## src/rtl/pc_stall_monitor_if.sv

```systemverilog
// rtl/pc_stall_monitor_if.sv - sample/control/status bundle between a CPU-side driver and the PC stall monitor
interface pc_stall_monitor_if #(
  parameter int ADDR_W = 16,
  parameter int CNT_W  = 8
);
  logic              en;
  logic [ADDR_W-1:0] pc;
  logic [CNT_W-1:0]  threshold;
  logic              clear;
  logic              stalled;
  logic              trip_pulse;
  logic [ADDR_W-1:0] stall_pc;
  logic [CNT_W-1:0]  stall_count;

  modport master (
    output en, pc, threshold, clear,
    input  stalled, trip_pulse, stall_pc, stall_count
  );

  modport slave (
    input  en, pc, threshold, clear,
    output stalled, trip_pulse, stall_pc, stall_count
  );
endinterface

```

## src/rtl/pc_stall_monitor.sv

```systemverilog
// rtl/pc_stall_monitor.sv - idle/loop PC watchdog; PC_STALL_LOOP_DETECT_EN enables multi-entry loop history
module pc_stall_monitor #(
  parameter int ADDR_W     = 16,
  parameter int CNT_W      = 8,
  parameter int HIST_DEPTH = 4
) (
  input  logic              clk,
  input  logic              reset,
  pc_stall_monitor_if.slave bus
);

`ifdef PC_STALL_LOOP_DETECT_EN
  localparam int DEPTH = HIST_DEPTH;
`else
  // Single-entry mode: only an unchanged/self-jump PC counts, HIST_DEPTH has no effect.
  localparam int DEPTH = (HIST_DEPTH >= 1) ? 1 : 1;
`endif

  typedef enum logic [1:0] {
    IDLE    = 2'd0,
    RUN     = 2'd1,
    TRIPPED = 2'd2
  } state_t;

  state_t            state;
  logic              stalled_q;
  logic              trip_q;
  logic [ADDR_W-1:0] spc_q;
  logic [CNT_W-1:0]  cnt_q;

  logic [ADDR_W-1:0] hist [DEPTH];
  logic [DEPTH-1:0]  hist_valid;

  logic              hit;
  logic              thr_zero;
  logic              shift_en;
  logic [CNT_W-1:0]  cnt_next;

  // Hit detection against the valid history entries, plus saturating next count.
  always_comb begin
    hit = 1'b0;
    for (int i = 0; i < DEPTH; i++) begin
      if (hist_valid[i] && (hist[i] == bus.pc)) hit = 1'b1;
    end
    thr_zero = (bus.threshold == '0);
    cnt_next = (&cnt_q) ? cnt_q : cnt_q + 1'b1;
    // A miss shifts history in both IDLE and RUN; TRIPPED freezes it.
    shift_en = !reset && !bus.clear && (state != TRIPPED) && bus.en && !hit;
  end

  // History shift register; reset and clear throw away everything seen so far.
  always_ff @(posedge clk) begin
    if (reset || bus.clear) begin
      hist_valid <= '0;
    end else if (shift_en) begin
      for (int i = DEPTH - 1; i > 0; i--) begin
        hist[i]       <= hist[i-1];
        hist_valid[i] <= hist_valid[i-1];
      end
      hist[0]       <= bus.pc;
      hist_valid[0] <= 1'b1;
    end
  end

  // Monitor FSM: counts consecutive hits, trips on exact threshold match, holds until clear.
  always_ff @(posedge clk) begin
    if (reset) begin
      state     <= thr_zero ? IDLE : RUN;
      stalled_q <= 1'b0;
      trip_q    <= 1'b0;
      spc_q     <= '0;
      cnt_q     <= '0;
    end else begin
      trip_q <= 1'b0;
      if (bus.clear) begin
        state     <= thr_zero ? IDLE : RUN;
        stalled_q <= 1'b0;
        cnt_q     <= '0;
      end else begin
        case (state)
          TRIPPED: begin
            // Frozen until clear.
          end
          default: begin
            if (thr_zero) begin
              state <= IDLE;
              cnt_q <= '0;
            end else begin
              state <= RUN;
              if (bus.en) begin
                if (hit) begin
                  cnt_q <= cnt_next;
                  if (cnt_next == bus.threshold) begin
                    state     <= TRIPPED;
                    stalled_q <= 1'b1;
                    trip_q    <= 1'b1;
                    spc_q     <= bus.pc;
                  end
                end else begin
                  cnt_q <= '0;
                end
              end
            end
          end
        endcase
      end
    end
  end

  assign bus.stalled     = stalled_q;
  assign bus.trip_pulse  = trip_q;
  assign bus.stall_pc    = spc_q;
  assign bus.stall_count = cnt_q;

endmodule

```

## src/flat_wrapper.sv

```systemverilog
// flat-port wrapper written by rule: the top's interface ports become plain ports
module pc_stall_monitor_flat 
#(
  parameter int ADDR_W     = 16,
  parameter int CNT_W      = 8,
  parameter int HIST_DEPTH = 4
)
  (clk, reset, bus_en, bus_pc, bus_threshold, bus_clear, bus_stalled, bus_trip_pulse, bus_stall_pc, bus_stall_count);
  pc_stall_monitor_if #(.ADDR_W(ADDR_W), .CNT_W(CNT_W)) bus_i ();
  input  logic clk;
  input  logic reset;
  input wire logic [$bits(bus_i.en)-1:0] bus_en;
  input wire logic [$bits(bus_i.pc)-1:0] bus_pc;
  input wire logic [$bits(bus_i.threshold)-1:0] bus_threshold;
  input wire logic [$bits(bus_i.clear)-1:0] bus_clear;
  output wire logic [$bits(bus_i.stalled)-1:0] bus_stalled;
  output wire logic [$bits(bus_i.trip_pulse)-1:0] bus_trip_pulse;
  output wire logic [$bits(bus_i.stall_pc)-1:0] bus_stall_pc;
  output wire logic [$bits(bus_i.stall_count)-1:0] bus_stall_count;
  assign bus_i.en = bus_en;
  assign bus_i.pc = bus_pc;
  assign bus_i.threshold = bus_threshold;
  assign bus_i.clear = bus_clear;
  assign bus_stalled = bus_i.stalled;
  assign bus_trip_pulse = bus_i.trip_pulse;
  assign bus_stall_pc = bus_i.stall_pc;
  assign bus_stall_count = bus_i.stall_count;
  pc_stall_monitor #(.ADDR_W(ADDR_W), .CNT_W(CNT_W), .HIST_DEPTH(HIST_DEPTH)) u_core (.clk(clk), .reset(reset), .bus(bus_i));
endmodule
```

## config.mk

```make
export PLATFORM = sky130hd
export DESIGN_NAME = pc_stall_monitor_flat
export DESIGN_NICKNAME = d
export VERILOG_FILES = /design/src/rtl/pc_stall_monitor_if.sv /design/src/rtl/pc_stall_monitor.sv /design/src/flat_wrapper.sv
export SDC_FILE = /design/constraint.sdc
export NUM_CORES = 1
export LEC_CHECK = 0
export BUFFER_PORTS_ARGS = -buffer_cell sky130_fd_sc_hd__buf_2
export CAP_MARGIN = 20
export CORE_UTILIZATION = 35
export CTS_CLUSTER_DIAMETER = 50
export DETAILED_ROUTE_END_ITERATION = 16
export HOLD_SLACK_MARGIN = 0.03
export PLACE_DENSITY = 0.57
export SYNTH_ARGS = -nofsm -noshare
export SYNTH_HDL_FRONTEND = slang
export SYNTH_SLANG_ARGS = --single-unit
```

## constraint.sdc

```tcl
create_clock -name clk -period 5.4 [get_ports clk]
set_input_delay 1.08 -clock clk [delete_from_list [all_inputs] [get_ports clk]]
set_output_delay 1.08 -clock clk [all_outputs]
set_load 0.01 [all_outputs]
```

**Word-level counts from Yosys, hierarchy flattened**

Memory sizes are Yosys's and may differ from the RTL's.
Index checks and enable logic that the tools add are counted.

- ROM bits: 0
- Logic and storage cells: 52
- Bits in latches: 0
- Bits in writable memories: 16
- Memories kept: 1
- Register bits: 29
- Output and inout bits: 26
- Bits of input ports: 28

Memory list:

| name | depth | bits a word | rd ports | clocked after memory_dff | wr ports | line | source |
|---|---|---|---|---|---|---|---|
| u_core.hist | 1 | 16 | 1 | 0 | 1 | pc_stall_monitor.sv:31 | `logic [ADDR_W-1:0] hist [DEPTH];` |

- $add $sub $neg: 1
- Mux-type cells: 17
- Reduce and logical (&&, ||, !) cells: 17
- Equality and inequality tests: 5
- Multiply operators: 0
- Shift-type cells: 0
- Div/mod/pow operators: 0
- Order comparisons: 0
- Bitwise logic cells: 5

Operators by type and width:

| cell | count |
|---|---|
| two-way mux 8 bit | 4 |
| equality test 16 bit | 1 |
| two-way mux 2 bit | 7 |
| adder 8 x 1 -> 8 bit (second input constant) | 1 |
| equality test 8 bit | 1 |
| logical NOT 8 bit | 1 |
| AND reduction 8 bit | 1 |
| two-way mux 1 bit | 6 |
| AND reduction 6 bit | 1 |
| OR reduction 6 bit | 1 |
| logical AND 1 bit | 5 |
| NOT 1 bit | 5 |
| AND reduction 5 bit | 1 |
| logical NOT 1 bit | 3 |
| != test 3 bit (second input constant) | 1 |
| equality test 2 bit (second input constant) | 1 |
| != test 2 bit (second input constant) | 1 |
| AND reduction 2 bit | 1 |
| nonzero test 2 bit | 1 |
| OR reduction 2 bit | 1 |
| logical OR 1 bit | 1 |

**Depth between registers and ports, before layout**

- Word-level depth: 10
- Gate-level depth with buffers: 10
- Depth with buffers taken out: 8

**Worst setup path before layout**

No wires, ideal clock.

- Path kind: in2reg
- Start point: input reset
- End point: memory u_core.hist[0][0] (enable)
- Arrival time: 2.920 ns
- Data required time: 4.991 ns
- Slack: 2.071 ns
- Stages on the path: 4
- Cell sequence: clkbuf_1 -> or2_2 -> clkbuf_1 -> nor3_1

- Cells in the longest elaborated chain, start to end: 8

RTL lines:

| what | line | source |
|---|---|---|
| start, declared | flat_wrapper.sv:11 | `input logic reset;` |
| logical NOT 1 bit | pc_stall_monitor.sv:48 | `shift_en = !reset && !bus.clear && (state != TRIPPED) && bus.en && !hit;` |
| logical AND 1 bit (4 in a row) | pc_stall_monitor.sv:48 |  |
| two-way mux 1 bit | pc_stall_monitor.sv:55 | `end else if (shift_en) begin` |
| two-way mux 1 bit (*) | pc_stall_monitor.sv:53 | `if (reset \|\| bus.clear) begin` |
| two-way mux 1 bit (implied by the code) (*) | pc_stall_monitor.sv:60 | `hist[0] <= bus.pc;` |
| end, declared | pc_stall_monitor.sv:31 |  |

Every way passes the cells marked *; elsewhere a longest branch is shown, timed or not.

**Worst setup path in the final report**

- Start point: register u_core.cnt_q[0] (netlist: u_core.bus.stall_count[0])
- End point: register u_core.state[0] (data pin)

- Cells in the longest elaborated chain, start to end: 10

RTL lines:

| what | line | source |
|---|---|---|
| start, declared | pc_stall_monitor.sv:29 | `logic [CNT_W-1:0] cnt_q;` |
| start signal, assigned | pc_stall_monitor.sv:92 | `cnt_q <= cnt_next;` |
| adder 8 x 1 -> 8 bit or AND reduction 8 bit (tied branches) | pc_stall_monitor.sv:46 | `cnt_next = (&cnt_q) ? cnt_q : cnt_q + 1'b1;` |
| two-way mux 8 bit (*) | pc_stall_monitor.sv:46 |  |
| equality test 8 bit (*) | pc_stall_monitor.sv:93 | `if (cnt_next == bus.threshold) begin` |
| two-way mux 2 bit (*) | pc_stall_monitor.sv:93 |  |
| two-way mux 2 bit (*) | pc_stall_monitor.sv:91 | `if (hit) begin` |
| two-way mux 2 bit (*) | pc_stall_monitor.sv:90 | `if (bus.en) begin` |
| two-way mux 2 bit (*) | pc_stall_monitor.sv:85 | `if (thr_zero) begin` |
| two-way mux 2 bit (*) | pc_stall_monitor.sv:80 | `case (state)` |
| two-way mux 2 bit (*) | pc_stall_monitor.sv:75 | `if (bus.clear) begin` |
| two-way mux 2 bit (*) | pc_stall_monitor.sv:67 | `if (reset) begin` |
| end signal, assigned | pc_stall_monitor.sv:68 | `state <= thr_zero ? IDLE : RUN;` |
| end signal, assigned | pc_stall_monitor.sv:76 | `state <= thr_zero ? IDLE : RUN;` |
| end, declared | pc_stall_monitor.sv:25 | `state_t state;` |

Every way passes the cells marked *; elsewhere a longest branch is shown, timed or not. The select of a mux whose other input is x is not followed.
A chain may end at the register's enable or synchronous reset.

==> summary.txt <==
Worst hold path
  • Worst Hold End: u_core.hist_valid$_SDFFE_PP0P_
  • Worst Hold Class: flop to flop
  • Worst hold path stage count: 2
  • Hold_sp: u_core.hist_valid$_SDFFE_PP0P_

Floorplan
  • IO Pins: 54
  • Initial core utilization: 36.96%
  • Die height: 81.77 µm
  • Width of the die: 81.77 µm
  • Die footprint: 6686 µm²
  • Core area: 6026 µm²
  • Row count: 28

Timing
  • RSZ-0062 raised after global routing: false
  • Pin slew with the least headroom to its limit: 618.9 ps
  • Period utilization: 54.42%
  • Max-slew headroom: 58.46%
  • Final hold vios: 0
  • Final setup vio count: 0
  • Fmax: 0.3403 GHz
  • Clk_skew: 11.48 ps
  • Minimum clock period: 2939 ps
  • Setup TNS: 0 ps
  • Slew Viols, Final: 0
  • Hold_ws: 493.3 ps

Routing
  • Initial DRT Pass Iterations: 4
  • Iteration-0 DRC Markers: 96
  • Number of remaining DRC errors: 0
  • Routed vias: 1755
  • Routed len/inst: 14.21 µm
  • Post-DR vias/cell: 5.162
  • Detailed Route WL: 4.831 mm
  • ANT nets after route: 0

Global routing
  • Number of global-route vias before repair: 1706
  • First-pass GRT wire length: 7.935 mm
  • Maximum number of pins on one net before global-route repair: 19
  • Tot GR Track Use: 15.61%
  • Overflow after GRT: 0
  • Initial antenna violation count: 0

Power
  • Static leakage power: 0.9539 nW
  • VDD IR max: 133.1 µV
  • Pwr dens: 231.6 nW/µm²
  • Total power: 0.6101 mW

Placed design
  • GP Congestion: 0.7911
  • Final HPWL DP: 3.581 mm
  • Area after DPL: 2546 µm²
  • Port Buffers: 53

Clock tree
  • Num Clock Sinks: 45
  • Cts bufs inserted: 5
  • CTS tree: built
  • Buffer levels on the longest clock path: 2
  • Clock Pin Slew Worst Setup and Hold Paths: 90 ps
  • CTS Root Cell: clkbuf_8
  • H-tree levels: 2
  • Cts hold-fix bufs: 0
  • Post_cts resized: 0
  • Setup repair bufs after CTS: 0
  • Skew-Pair Late Insertion Delay: 300 ps

Finish
  • Commonest non-fill, non-tap cell in the layout: buf_2
  • Design area: 2634 µm²
  • Diodes inserted: 0
  • Share of layout cells above drive strength 1: 26.79%
  • Nets: 293
  • Commonest cells after routing, fill and taps aside: buf_2 (53), nor2_1 (27), dfxtp_1 (27)
  • Post-synthesis to final-layout area growth: 18.26%

Worst setup path
  • Crit path capture type: flop
  • CP max stage delay: 560 ps
  • Crit path required time: 5460 ps
  • Data arrival, critical path: 3000 ps
  • CP max FO: 9
  • Critical Path, Cell by Cell: ha_1, nand3_1, or4_4, o211ai_2, nand4_4, or2_1, or3_1, o22a_1
  • CP Class: flop to flop
  • R2r startpoint: u_core.bus.stall_count[0]$_SDFFE_PP0P_
  • Largest delay contributor family on the critical path: simple AND/OR/NAND/NOR gates
  • FF-to-FF End: u_core.state[0]$_DFFE_PP_
  • Critical path depth: 8
  • CP Buf/Inv Count: 0
  • Crit-path slowest cell: or4_4
  • Cells on worst reg2reg path: 8
  • Worst Setup Start Kind: flop
  • R2R Setup Slk: 2460 ps

Yosys
  • Synth top area cells: dfxtp_1 (24%), edfxtp_1 (24%), xnor2_1 (7.9%), mux2i_1 (7.2%), nor2_1 (4.6%)
  • Largest area contributor in the netlist: dfxtp_1
  • Synth Net Count: 241
  • Mapped Area: 2227 µm²
  • Post-Syn Instances: 212
  • Seq/Total Area, Yosys: 48.54%
  • Synthesis warning total: 0
  • Most used DFF post-synth: dfxtp_1
  • Synthesis-stage register bit count: 45
  • Async set or reset register ratio after synthesis: 0%
  • Number of enable flip-flop cells after synthesis: 18
  • Average cell area after synthesis: 10.51 µm²
  • Synth cell types: 52
  • Synth top area share: 24.27%

Job
  • Number of max-cap violations: 0

Run status
  • Status: finished, final reports clean
logic make-up after synthesis:
family,after synthesis,share of synthesized area (%)
simple gates,84,21.57
flops,45,48.54
compound gates,31,10.28
xor+xnor,22,8.652
mux,16,7.191
buf+inv,13,3.202
fa+ha+maj,1,0.5617
state kept, by name, summed over array words and instances, names as in the netlist:
signal / cells
u_core.hist: 16
u_core.state: 2
u_core.bus.trip_pulse: 1
u_core.bus.stalled: 1
u_core.bus.stall_count: 8
u_core.hist_valid: 1
u_core.bus.stall_pc: 16
how the worst max path moves through the flow:
stage,to,slack (ps),start
after floorplan,u_core.hist[0][0]$_DFFE_PP_,2070,reset
after global placement,u_core.bus.stall_pc[12]$_SDFFE_PP0P_,2240,bus_pc[6]
after detailed placement,u_core.state[0]$_DFFE_PP_,2210,bus_threshold[0]
after CTS,u_core.state[0]$_DFFE_PP_,2460,u_core.bus.stall_count[0]$_SDFFE_PP0P_
after global routing,u_core.bus.stall_pc[5]$_SDFFE_PP0P_,2230,u_core.bus.stall_count[0]$_SDFFE_PP0P_
final,u_core.state[0]$_DFFE_PP_,2460,u_core.bus.stall_count[0]$_SDFFE_PP0P_
synth_stat cells, types with 4 or more instances:
master / count
xnor2_1: 20
nor3_1: 8
a21oi_1: 9
dfxtp_1: 27
nor2_1: 27
mux2i_1: 16
edfxtp_1: 18
nand2_1: 9
clkbuf_1: 4
nand3_1: 6
nor2b_1: 4
nand4_1: 4
layer usage:
| metal | global-route usage (%) | vias up | share of wire, % |
|---|---|---|---|
| li1 | - | 874 | - |
| met1 | 19.45 | 828 | 47 |
| met2 | 26.28 | 47 | 46 |
| met3 | 3.667 | 6 | 5.9 |
| met4 | 5.263 | 0 | 1.2 |
| met5 | 0 | - | 0 |
metrics by stage:
| stage | setup WS, ps | util (%) | cells |
|---|---|---|---|
| finish | 2461 | 43.71 | 340 |
| global placement | 2239 | 42.25 | 332 |
| floorplan | 2071 | - | 212 |
| global route | 2234 | 43.71 | 340 |
| detailed placement | 2215 | 42.25 | 332 |
| CTS | 2456 | 43.71 | 340 |
worst register-to-register path, stage by stage (launching register included):
cell and delay, ps:
dfxtp_1 500, ha_1 380, nand3_1 190, or4_4 560, o211ai_2 110, nand4_4 130
or2_1 240, or3_1 410, o22a_1 190
power by group:
| group | internal (mW) | switching, mW | total, mW |
|---|---|---|---|
| clock network | 0.0913 | 0.115 | 0.206 |
| logic | 0.0203 | 0.0255 | 0.0458 |
| registers | 0.357 | 0.00158 | 0.358 |
| total | 0.468 | 0.142 | 0.610 |
layout make-up:
class                      count  area, µm²
fill                         607       3392
sequential                    45       1081
multi-input combinational    154       1080
timing repair buffer          55      280.3
tap                           75      93.84
clock buffer                   6      72.57
clock inverter                 2      15.01
inverter                       3      11.26
No activity file was read; power rests on OpenSTA's default activity.
